==> src/rtl/ex_mem_stage.sv <==
// EX->MEM pipeline register for the five-stage MIPS core.
// Captures the ALU result/address and exception code, checks memory
// alignment, builds store byte enables and lane-replicated store data,
// and supports stall (hold) and flush (bubble) from the hazard unit.
// Optional build macro: ADDR_RANGE_CHECK_EN adds an address-window check
// (RAM 0x0000_0000..0x0000_2FFF, word-only MMIO 0x0000_7F00..0x0000_7F1B).
module ex_mem_stage #(
    parameter int         DATA_W   = 32,
    parameter logic [4:0] EXC_NONE = 5'd0
) (
    input  logic              clk,
    input  logic              rst_n,
    input  logic              stall,
    input  logic              flush,
    input  logic [DATA_W-1:0] ResultE,
    input  logic [4:0]        ExcCodeE,
    input  logic [DATA_W-1:0] WriteDataE,
    input  logic              MemWriteE,
    input  logic              MemtoRegE,
    input  logic [1:0]        MemTypeE,
    input  logic              LoadSignedE,
    input  logic              RegWriteE,
    input  logic [4:0]        WriteRegE,
    input  logic [DATA_W-1:0] PCE,
    input  logic              BDE,
    output logic [DATA_W-1:0] ResultM,
    output logic [DATA_W-1:0] WriteDataM,
    output logic [3:0]        ByteEnM,
    output logic              MemReadM,
    output logic [1:0]        MemTypeM,
    output logic              LoadSignedM,
    output logic              RegWriteM,
    output logic [4:0]        WriteRegM,
    output logic [DATA_W-1:0] PCM,
    output logic              BDM,
    output logic [4:0]        ExcCodeM,
    output logic              ValidM
);

    localparam logic [4:0] EXC_ADEL = 5'd4;
    localparam logic [4:0] EXC_ADES = 5'd5;

    localparam logic [1:0] MEM_HALF = 2'b01;
    localparam logic [1:0] MEM_BYTE = 2'b10;

    logic [DATA_W-1:0] result_d, result_q;
    logic [DATA_W-1:0] write_data_d, write_data_q;
    logic [3:0]        byte_en_d, byte_en_q;
    logic              mem_read_d, mem_read_q;
    logic [1:0]        mem_type_d, mem_type_q;
    logic              load_signed_d, load_signed_q;
    logic              reg_write_d, reg_write_q;
    logic [4:0]        write_reg_d, write_reg_q;
    logic [DATA_W-1:0] pc_d, pc_q;
    logic              bd_d, bd_q;
    logic [4:0]        exc_code_d, exc_code_q;
    logic              valid_d, valid_q;

    logic              misaligned;
    logic              addr_fault;
    logic [3:0]        lane_en;
    logic [DATA_W-1:0] store_data;
    logic [4:0]        addr_code;
    logic [4:0]        final_code;
    logic              suppress;

`ifdef ADDR_RANGE_CHECK_EN
    logic              is_word;
    logic              in_ram;
    logic              in_mmio;
`endif

    // E-side decode: alignment, byte lanes, store data and final exception code
    always_comb begin
        misaligned = 1'b0;
        lane_en    = 4'b1111;
        store_data = WriteDataE;
        case (MemTypeE)
            MEM_HALF: begin
                misaligned = ResultE[0];
                lane_en    = ResultE[1] ? 4'b1100 : 4'b0011;
                store_data = {WriteDataE[15:0], WriteDataE[15:0]};
            end
            MEM_BYTE: begin
                misaligned = 1'b0;
                lane_en    = 4'b0001 << ResultE[1:0];
                store_data = {4{WriteDataE[7:0]}};
            end
            default: begin
                misaligned = |ResultE[1:0];
                lane_en    = 4'b1111;
                store_data = WriteDataE;
            end
        endcase

`ifdef ADDR_RANGE_CHECK_EN
        is_word    = (MemTypeE != MEM_HALF) && (MemTypeE != MEM_BYTE);
        in_ram     = (ResultE <= 32'h0000_2FFF);
        in_mmio    = (ResultE >= 32'h0000_7F00) && (ResultE <= 32'h0000_7F1B);
        addr_fault = misaligned || !(in_ram || (in_mmio && is_word));
`else
        addr_fault = misaligned;
`endif

        addr_code = EXC_NONE;
        if ((MemWriteE || MemtoRegE) && addr_fault) begin
            addr_code = MemWriteE ? EXC_ADES : EXC_ADEL;
        end

        final_code = (ExcCodeE != EXC_NONE) ? ExcCodeE : addr_code;
        suppress   = (final_code != EXC_NONE);
    end

    // Next-state for the M-stage registers: flush beats stall beats load
    always_comb begin
        result_d      = result_q;
        write_data_d  = write_data_q;
        byte_en_d     = byte_en_q;
        mem_read_d    = mem_read_q;
        mem_type_d    = mem_type_q;
        load_signed_d = load_signed_q;
        reg_write_d   = reg_write_q;
        write_reg_d   = write_reg_q;
        pc_d          = pc_q;
        bd_d          = bd_q;
        exc_code_d    = exc_code_q;
        valid_d       = valid_q;
        if (flush) begin
            result_d      = '0;
            write_data_d  = '0;
            byte_en_d     = '0;
            mem_read_d    = 1'b0;
            mem_type_d    = '0;
            load_signed_d = 1'b0;
            reg_write_d   = 1'b0;
            write_reg_d   = '0;
            pc_d          = '0;
            bd_d          = 1'b0;
            exc_code_d    = EXC_NONE;
            valid_d       = 1'b0;
        end else if (!stall) begin
            result_d      = ResultE;
            write_data_d  = store_data;
            byte_en_d     = (MemWriteE && !suppress) ? lane_en : 4'b0000;
            mem_read_d    = MemtoRegE && !suppress;
            mem_type_d    = MemTypeE;
            load_signed_d = LoadSignedE;
            reg_write_d   = RegWriteE && !suppress;
            write_reg_d   = WriteRegE;
            pc_d          = PCE;
            bd_d          = BDE;
            exc_code_d    = final_code;
            valid_d       = 1'b1;
        end
    end

    // M-stage state registers, cleared to a bubble by reset
    always_ff @(posedge clk or negedge rst_n) begin
        if (!rst_n) begin
            result_q      <= '0;
            write_data_q  <= '0;
            byte_en_q     <= '0;
            mem_read_q    <= 1'b0;
            mem_type_q    <= '0;
            load_signed_q <= 1'b0;
            reg_write_q   <= 1'b0;
            write_reg_q   <= '0;
            pc_q          <= '0;
            bd_q          <= 1'b0;
            exc_code_q    <= EXC_NONE;
            valid_q       <= 1'b0;
        end else begin
            result_q      <= result_d;
            write_data_q  <= write_data_d;
            byte_en_q     <= byte_en_d;
            mem_read_q    <= mem_read_d;
            mem_type_q    <= mem_type_d;
            load_signed_q <= load_signed_d;
            reg_write_q   <= reg_write_d;
            write_reg_q   <= write_reg_d;
            pc_q          <= pc_d;
            bd_q          <= bd_d;
            exc_code_q    <= exc_code_d;
            valid_q       <= valid_d;
        end
    end

    assign ResultM     = result_q;
    assign WriteDataM  = write_data_q;
    assign ByteEnM     = byte_en_q;
    assign MemReadM    = mem_read_q;
    assign MemTypeM    = mem_type_q;
    assign LoadSignedM = load_signed_q;
    assign RegWriteM   = reg_write_q;
    assign WriteRegM   = write_reg_q;
    assign PCM         = pc_q;
    assign BDM         = bd_q;
    assign ExcCodeM    = exc_code_q;
    assign ValidM      = valid_q;

endmodule

==> config.mk <==
export PLATFORM = sky130hd
export DESIGN_NAME = ex_mem_stage
export DESIGN_NICKNAME = d
export VERILOG_FILES = /design/src/rtl/ex_mem_stage.sv
export SDC_FILE = /design/constraint.sdc
export NUM_CORES = 1
export LEC_CHECK = 0
export CAP_MARGIN = 20
export CORE_MARGIN = 3
export CORE_UTILIZATION = 42
export CTS_CLUSTER_SIZE = 40
export DETAILED_ROUTE_END_ITERATION = 10
export PLACE_DENSITY_LB_ADDON = 0.2
export SLEW_MARGIN = 20
export SYNTH_ARGS = -nofsm -noshare
export SYNTH_HDL_FRONTEND = slang
export SYNTH_SLANG_ARGS = --single-unit
export TNS_END_PERCENT = 1
==> constraint.sdc <==
create_clock -name clk -period 1 [get_ports clk]
set_input_delay 0.1 -clock clk [delete_from_list [all_inputs] [get_ports clk]]
set_output_delay 0.1 -clock clk [all_outputs]
set_load 0.01 [all_outputs]
* Word level (Yosys, flattened, before mapping)
Cells that the tools add are included.
** Storage, ports and cells
- Register bits after elaboration :: 117
- Input bits :: 117
- Output and inout bits :: 117
- Logic and storage cells :: 57
** Operators by class
- Equal/unequal tests :: 3
- Shifts and indexed selects :: 1
- Muxes and demuxes :: 32
- Reduce and logical (&&, ||, !) cells :: 9
** Operators by type and width (number)
- $mux 32 :: 6
- $pmux 32 s2 :: 1
- $mux 5 :: 5
- $mux 4 :: 4
- $mux 1 :: 11
- $reduce_bool 5->1 :: 2
- $pmux 4 s2 :: 1
- $logic_and 1x1->1 :: 4
- $mux 2 :: 2
- $shl 1x2->4 const A :: 1
- $mux 3 :: 1
- $eq 2x1->1 const B :: 1
- $eq 2x2->1 const B :: 1
- $ne 2x1->1 const B :: 1
- $pmux 1 s2 :: 1
- $reduce_or 2->1 :: 1
- $logic_not 1->1 :: 1
- $logic_or 1x1->1 :: 1

* Longest topological paths before layout
Gate-level depths: netlist of the first run.
- Word-level depth :: 11
- Mapped depth :: 8
- Depth with buffers taken out :: 6

* Worst setup path before layout of the first run
Ideal clock, no wire load.
- Kind :: in2reg
- Start point :: input MemTypeE[0]
- End point :: register mem_read_q (netlist: MemReadM)
- Setup time :: 132 ps
- Arrival :: 1329 ps
- Data required time :: 868 ps
- Setup slack :: -461 ps
- Stages on the path :: 7
- Path buffers :: 1
- Cells stage by stage :: inv_1 -> ha_1 -> clkbuf_1 -> nor2_1 -> or2_2 -> a32oi_1 -> nor2_1
** On the way
- Longest elaborated chain between the ends :: 10
- Elaborated cells between the ends (all ways) :: 11
- Classes of those cells :: eq/ne (2); mux (5); reduce/logical (4)
** RTL lines
- start: declaration :: line 20 : input logic [1:0] MemTypeE,
- $eq 2x2->1 / $eq 2x1->1 (equally long branches) :: line 78 : case (MemTypeE)
- $pmux 1 s2 (*) :: line 78
- $logic_and 1x1->1 (*) :: line 106 : if ((MemWriteE || MemtoRegE) && addr_fault) begin
- $mux 3 (*) :: line 106
- $mux 5 (*) :: line 110 : final_code = (ExcCodeE != EXC_NONE) ? ExcCodeE : addr_code;
- $reduce_bool 5->1 (*) :: line 111 : suppress = (final_code != EXC_NONE);
- $logic_not 1->1 (*) :: line 145 : mem_read_d = MemtoRegE && !suppress;
- $logic_and 1x1->1 (*) :: line 145
- $mux 1 (*) :: line 141 : end else if (!stall) begin
- $mux 1 (*) :: line 128 : if (flush) begin
- end signal: assignment :: line 176 : mem_read_q <= mem_read_d;
- end: declaration :: line 49 : logic mem_read_d, mem_read_q;
Every way passes the cells marked *; elsewhere a longest branch is shown, timed or not. The select of a mux whose other input is x is not followed.
A chain may end at the register's enable or synchronous reset.

* Worst setup path after layout of the first run
- Start point :: input MemTypeE[0]
- End point :: register write_data_q[14] (netlist: WriteDataM[14])
** On the way
- Longest elaborated chain between the ends :: 4
- Elaborated cells between the ends (all ways) :: 5
- Classes of those cells :: eq/ne (2); mux (3)
** RTL lines
- $eq 2x2->1 / $eq 2x1->1 (equally long branches) :: line 78
- $pmux 32 s2 (*) :: line 78
- $mux 32 (*) :: line 141
- $mux 32 (*) :: line 128
- end signal: assignment :: line 174 : write_data_q <= write_data_d;
- end: declaration :: line 47 : logic [DATA_W-1:0] write_data_d, write_data_q;
Marked as above.

==> results of run 1 <==
==> synthesized netlist by cell type <==
master	n	share of area
buf_2	11	0.011
nor2b_1	2	0.0025
a221oi_2	2	0.0059
a221oi_1	8	0.014
o2111ai_1	1	0.0017
inv_1	4	0.0030
nand2_1	30	0.022
nand3b_1	1	0.0015
dfrtp_1	117	0.58
a211oi_1	1	0.0015
ha_1	2	0.0049
o21ai_0	33	0.033
or2_2	1	0.0012
nand3_2	1	0.0020
clkbuf_1	21	0.016
buf_1	3	0.0022
nor3_1	1	0.00099
nor3_4	1	0.0032
mux2i_1	94	0.19
a21oi_1	25	0.025
or4_4	1	0.0022
nor2_1	104	0.077
o21bai_1	1	0.0015
o211a_1	1	0.0020
nand3_1	1	0.00099
a32oi_1	1	0.0017
==> cell families (layout without fill, tap and decap cells) <==
family                   after synthesis  after routing  synth area share
adder cells (fa/ha/maj)                2              2           0.00494
flip-flops                           117            117             0.578
multiplexers                          94             94             0.186
AND/OR/NAND/NOR                      143            143             0.114
buffers and inverters                 39            318            0.0316
AO/OA/AOI/OAI                         73             73            0.0855
==> state kept, by name, summed over array words and instances, names as in the netlist <==
| name | cells |
|---|---|
| PCM | 32 |
| ResultM | 32 |
| WriteDataM | 32 |
| ExcCodeM | 5 |
| WriteRegM | 5 |
| ByteEnM | 4 |
| MemTypeM | 2 |
| BDM | 1 |
| LoadSignedM | 1 |
| MemReadM | 1 |
| RegWriteM | 1 |
| ValidM | 1 |
==> worst reg2reg max path, cell delays in order (launching register included) <==
cell	delay, ns
dfrtp_1	0.40
buf_4	0.15
a21oi_1	0.19
a221oi_2	0.08
==> power by group through the flow <==
stage,combinational [uW],sequential (uW),clock [uW]
2_1_floorplan,731,5350,0
3_3_place_gp,2260,5220,0
3_5_place_dp,2310,5240,0
4_1_cts,2330,5160,7200
5_1_grt,2600,5200,7400
6_report,2420,5170,7090
==> stage by stage <==
stage	instances	area, um^2	hold slack, ns
3_3_place_gp	844	7830	0.172
6_report	890	8540	0.0257
2_1_floorplan	468	5080	-0.196
5_1_grt	890	8540	0.0332
4_1_cts	890	8390	0.0113
3_5_place_dp	844	7830	0.174
==> area by class of cell <==
cell class	count	area, um^2	share of cell area
clock buffers	20	467	0.0547
flip-flops and latches	117	2930	0.343
inverters	4	18.8	0.00220
clock inverters	12	224	0.0262
repair buffers	282	2570	0.301
multi-input cells	312	2150	0.252
well taps	143	179	0.0210
==> repair_timing <==
action,CTS,global route
setup buffers,11,0
setup endpoints to repair,149,144
hold buffers,2,0
pin swaps,10,6
gates resized for setup,561,34
cloned,1,0
hold endpoints to repair,118,0
==> worst max path at each step <==
stage	from	endpoint	slack, ns	cells after the start
final	MemTypeE[0]	WriteDataM[14]$_DFFE_PN0P_	-0.08	9
after detailed placement	MemTypeE[0]	WriteDataM[8]$_DFFE_PN0P_	-0.98	7
after CTS	PCM[24]$_DFFE_PN0P_	PCM[24]	-0.09	1
after global routing	MemTypeE[0]	ByteEnM[0]$_DFFE_PN0P_	-0.11	8
after floorplan	ExcCodeE[0]	ByteEnM[2]$_DFFE_PN0P_	-0.32	4
after global placement	MemTypeE[0]	ByteEnM[1]$_DFFE_PN0P_	-0.89	7
==> per-layer routing <==
| layer | routed length, um | share of wire | up-vias | global-route usage |
|---|---|---|---|---|
| met4 | 456 | 0.028 | 0 | 0.109 |
| met1 | 6160 | 0.37 | 2280 | 0.282 |
| met3 | 1560 | 0.095 | 36 | 0.0966 |
| li1 | - | - | 2130 | - |
| met5 | 0 | 0 | - | 0 |
| met2 | 8300 | 0.50 | 219 | 0.406 |
==> flow_summary.yaml, run 1 <==
run_status:
  status: "finished, violations left"
  violations: "negative setup slack"
power_and_ir_drop:
  p_leak_uw: 0.00426
  p_comb_frac: 0.165
  p_int_uw: 11200
  switching_share: 0.239
  pwr-share-seq: 0.352
  power_density_nw_per_um2: 1720
  vdd_drop_max_mv: 1.06
  p_sw_uw: 3510
  power_uw: 14700
  power.share.clock: 0.483
grt:
  grt_pass1_wl_um: 25400
  grt_overflow_total: 0
  track_usage: 0.245
  grt_max_degree: 84
  antenna_found_initial: 0
  grt_pass1_vias: 4911
worst_setup_path:
  r2r_setup_slack_ns: 0.05
  worst_setup_path_start_kind: "input pin"
  end_kind: "flop"
  critPathBufInv: 6
  crit_chain: "clkdlybuf4s15_2 -> inv_2 -> ha_4 -> buf_6 -> clkinvlp_4 -> buf_4 -> buf_6 -> o21ai_1 -> a21oi_1"
  cp_slowest_stage_delay_ns: 0.29
  r2r-end: "ByteEnM[0]$_DFFE_PN0P_"
  timing.rr.start: "ByteEnM[0]$_DFFE_PN0P_"
  worstPathArrival_ns: 1.37
  crit_path_frequent_cell: "buf_6"
  cp_max_fo: 6
  reg2regPathDepth: 3
  path_delay_family: "buffers and inverters"
  slowest_stage: "ha_4"
  required_ns: 1.29
  path_class: "input pin to flop"
synthesis:
  synth-seq-area-share: 0.578
  syn_inst: 468
  synth_nets: 587
  yosysWarnings: 0
  syn_area_per_cell_um2: 10.8
  ys_seq_elements: 117
  yosys.cell_types.count: 26
  synth_area_um2: 5060
placed_design:
  portBuffers: 233
  place_congestion: 0.828
  place.detailed.hpwl_um: 11200
  dp_slack_ns: -0.981
final_layout:
  final_cell_mix: "117 x dfrtp_1, 107 x clkdlybuf4s50_1, 99 x nor2_1"
  nFillCells: 841
  utilization: 0.735
  fin_nets: 853
  syn2layout_area_growth_pct: 68.6
  drive_gt1_frac: 0.325
  diodes: 0
  layout_commonest_cell: "dfrtp_1"
clocking:
  root_buffer: "clkbuf_16"
  h-tree-depth: 4
  max-clock-path-buffers: 2
  worstSkewPairLatency_ns: 0.41
  cts_tree: "yes"
  cts-buffers-inserted: 17
  clkTransAtPathRegs_ns: 0.06
  clock_sinks: 117
sta:
  fin_crit_sh: 1.08
  final-max-slew-violation-count: 0
  setup_ws_ns: -0.0801
  finalSetupViolations: 140
  max-slew-margin-rel: 0.670
  finalHoldViolCount: 0
  tightest_slew_ns: 0.494
  tns_ns: -4.24
  rsz0062_at_grt: "true"
  fin_crit_ns: 1.08
  skew_ns: 0
  fmax_mhz: 926
hold_path:
  hold_end: "MemTypeM[1]$_DFFE_PN0P_"
  worstHoldStart: "MemTypeE[1]"
  holdPathStages: 3
  hold_class: "input pin to flop"
floorplanning:
  start_util: 0.436
  fp.dieH_um: 116
  core_area_um2: 11600
  die_x_um: 116
  fp-row-count: 39
  fp.dieArea_um2: 13400
  io_pins: 234
routing:
  drtPass1Iterations: 5
  drt_iter0_markers: 418
  wl_per_cell_um: 18.5
  viasPerCell: 5.24
  postRouteAntennaNets: 0
  vias: 4665
  drc: 0
  wl_um: 16500
flow_run:
  cap_violations: 0
(Power assumes the default switching activity.)
==> run 2, diff against run 1 <==
--- a/config.mk
+++ b/config.mk
@@ -6,7 +6,7 @@
 export NUM_CORES = 1
 export LEC_CHECK = 0
 export CAP_MARGIN = 20
-export CORE_MARGIN = 3
+export CORE_MARGIN = 1.5
 export CORE_UTILIZATION = 42
 export CTS_CLUSTER_SIZE = 40
 export DETAILED_ROUTE_END_ITERATION = 10
==> run 2 against run 1 <==
  * The flow still finishes with violations (negative setup slack)
  * Cell count grew 0.22%
  * Non-clock buffer count grew 2
  * Final area shrank 1.1%
  * Via count shrank 1.8%
  * Register-to-register slack gained 0.10 ns
  * Critical path type unchanged
  * Largest power group unchanged
==> flow_summary.yaml, run 2 (synthesis gave the netlist of run 1 again) <==
run_status:
  status: "finished, violations left"
  violations: "negative setup slack"
worst_setup_path:
  timing.rr.start: "WriteDataM[6]$_DFFE_PN0P_"
  reg2regPathDepth: 3
  crit_path_frequent_cell: "buf_6"
  r2r-end: "WriteDataM[6]$_DFFE_PN0P_"
  worstSetupStartpoint: "ExcCodeE[1]"
  slowest_stage: "or4_4"
  cp_max_fo: 3
  setup.worst_path.end: "ByteEnM[3]$_DFFE_PN0P_"
  end_kind: "flop"
  crit_chain: "buf_6 -> or4_4 -> nor3_4 -> buf_6 -> o2111ai_4 -> a21oi_2"
  cp_slowest_stage_delay_ns: 0.53
  worst_setup_path_start_kind: "input pin"
  r2r_setup_slack_ns: 0.15
  required_ns: 1.32
  path_class: "input pin to flop"
  worstPathArrival_ns: 1.39
power_and_ir_drop:
  vdd_drop_max_mv: 1.02
  pwr-share-seq: 0.384
  p_comb_frac: 0.177
  power.share.clock: 0.440
  p_leak_uw: 0.00423
  power_density_nw_per_um2: 1600
  p_int_uw: 10100
  switching_share: 0.251
  p_sw_uw: 3380
routing:
  drtPass1Iterations: 4
  vias: 4581
  postRouteAntennaNets: 0
  viasPerCell: 5.14
  wl_um: 15400
  drt_iter0_markers: 277
  drc: 0
  wl_per_cell_um: 17.3
placed_design:
  dp.cells: 843
  placed_area_um2: 7920
  place_congestion: 0.851
  dp_slack_ns: -0.862
  place.detailed.hpwl_um: 11200
  portBuffers: 233
final_layout:
  drive_gt1_frac: 0.310
  stdcell_count: 892
  fin_nets: 855
  layout_commonest_cell: "dfrtp_1"
  diodes: 0
  final_cell_mix: "117 x dfrtp_1, 107 x clkdlybuf4s50_1, 101 x nor2_1"
  nFillCells: 827
  syn2layout_area_growth_pct: 66.7
  final_area_um2: 8440
grt:
  track_usage: 0.248
  grt_max_degree: 48
  grt_overflow_total: 0
  antenna_found_initial: 0
  grt_pass1_wl_um: 24700
  grt_pass1_vias: 4863
sta:
  tns_ns: -2.39
  rsz0062_at_grt: "true"
  holdWs_ns: 0.0258
  final-max-slew-violation-count: 0
  finalHoldViolCount: 0
  fmax_mhz: 940
  fin_crit_sh: 1.06
  finalSetupViolations: 122
  skew_ns: 0
  max-slew-margin-rel: 0.802
  tightest_slew_ns: 0.296
  fin_crit_ns: 1.06
  setup_ws_ns: -0.0641
hold_path:
  hold_class: "input pin to flop"
  worstHoldStart: "MemTypeE[1]"
clocking:
  cts-buffers-inserted: 17
  root_buffer: "clkbuf_16"
  h-tree-depth: 4
  max-clock-path-buffers: 2
  clkTransAtPathRegs_ns: 0.05
  clock_sinks: 117
  cts_tree: "yes"
  worstSkewPairLatency_ns: 0.40
floorplanning:
  fp.dieArea_um2: 12700
  start_util: 0.438
  io_pins: 234
  fp-row-count: 39
  fp.dieH_um: 113
  die_x_um: 113
  core_area_um2: 11600
flow_run:
  cap_violations: 0
-- run 2: cell count changes in the layout (fill, tap and decap cells not counted), moves of 2 or more --
cell | before | now
nor2_1 | 99 | 101
o21ai_2 | 8 | 0
clkinv_2 | 1 | 3
buf_6 | 49 | 39
buf_2 | 77 | 86
bufinv_16 | 6 | 2
buf_4 | 31 | 27
nor2_2 | 5 | 3
o21ai_1 | 12 | 6
o21ai_0 | 13 | 27
buf_12 | 13 | 19
-- run 2: area by class of cell --
cell class,instances,area (um^2),share of cell area
clock buffers,20,457,0.0541
flip-flops and latches,117,2930,0.347
inverters,4,15.0,0.00178
multi-input cells,312,2120,0.252
clock inverters,12,130,0.0154
well taps,143,179,0.0212
repair buffers,284,2610,0.309
-- run 2: power groups by stage --
| stage | clock, uW | combinational (uW) | sequential [uW] |
|---|---|---|---|
| after floorplan | 0 | 731 | 5350 |
| after global placement | 0 | 2330 | 5230 |
| after detailed placement | 0 | 2380 | 5240 |
| after CTS | 6030 | 2320 | 5160 |
| after global routing | 6260 | 2560 | 5200 |
| final | 5920 | 2380 | 5170 |
-- run 2: how the worst min path moves through the flow --
stage / to / slack [ns] / cells after the start
3_5_place_dp: ResultM[3]$_DFFE_PN0P_ / -0.02 / 1
4_1_cts: PCM[5]$_DFFE_PN0P_ / 0.02 / 2
2_1_floorplan: BDM$_DFFE_PN0P_ / -0.20 / 0
3_3_place_gp: ResultM[3]$_DFFE_PN0P_ / -0.02 / 1
6_report: MemTypeM[1]$_DFFE_PN0P_ / 0.03 / 3
5_1_grt: MemTypeM[1]$_DFFE_PN0P_ / 0.02 / 3
-- run 2: critical path, delay by kind of cell --
kind	cells	cell delay [ns]
AO/OA/AOI/OAI	2	0.27
AND/OR/NAND/NOR	2	0.76
buffers and inverters	2	0.25
-- run 2: metal layers --
layer,track usage,routed length (um)
met3,0.100,1430
met2,0.412,7810
met5,0,0
met1,0.288,5860
met4,0.102,354
-- run 2: what timing repair did --
action / in CTS / in global routing
setup buffers: 12 / 1
endpoints found under the hold margin: 119 / 0
pin swaps: 13 / 13
hold buffers: 3 / 0
cloned: 1 / 0
setup endpoints to repair: 149 / 141
resized for setup: 534 / 31
-- run 2: stage by stage --
| stage | util | total power, uW |
|---|---|---|
| after floorplan | - | 6080 |
| after global placement | 0.685 | 7560 |
| after detailed placement | 0.685 | 7620 |
| after CTS | 0.716 | 13500 |
| after global routing | 0.730 | 14000 |
| final | 0.730 | 13500 |
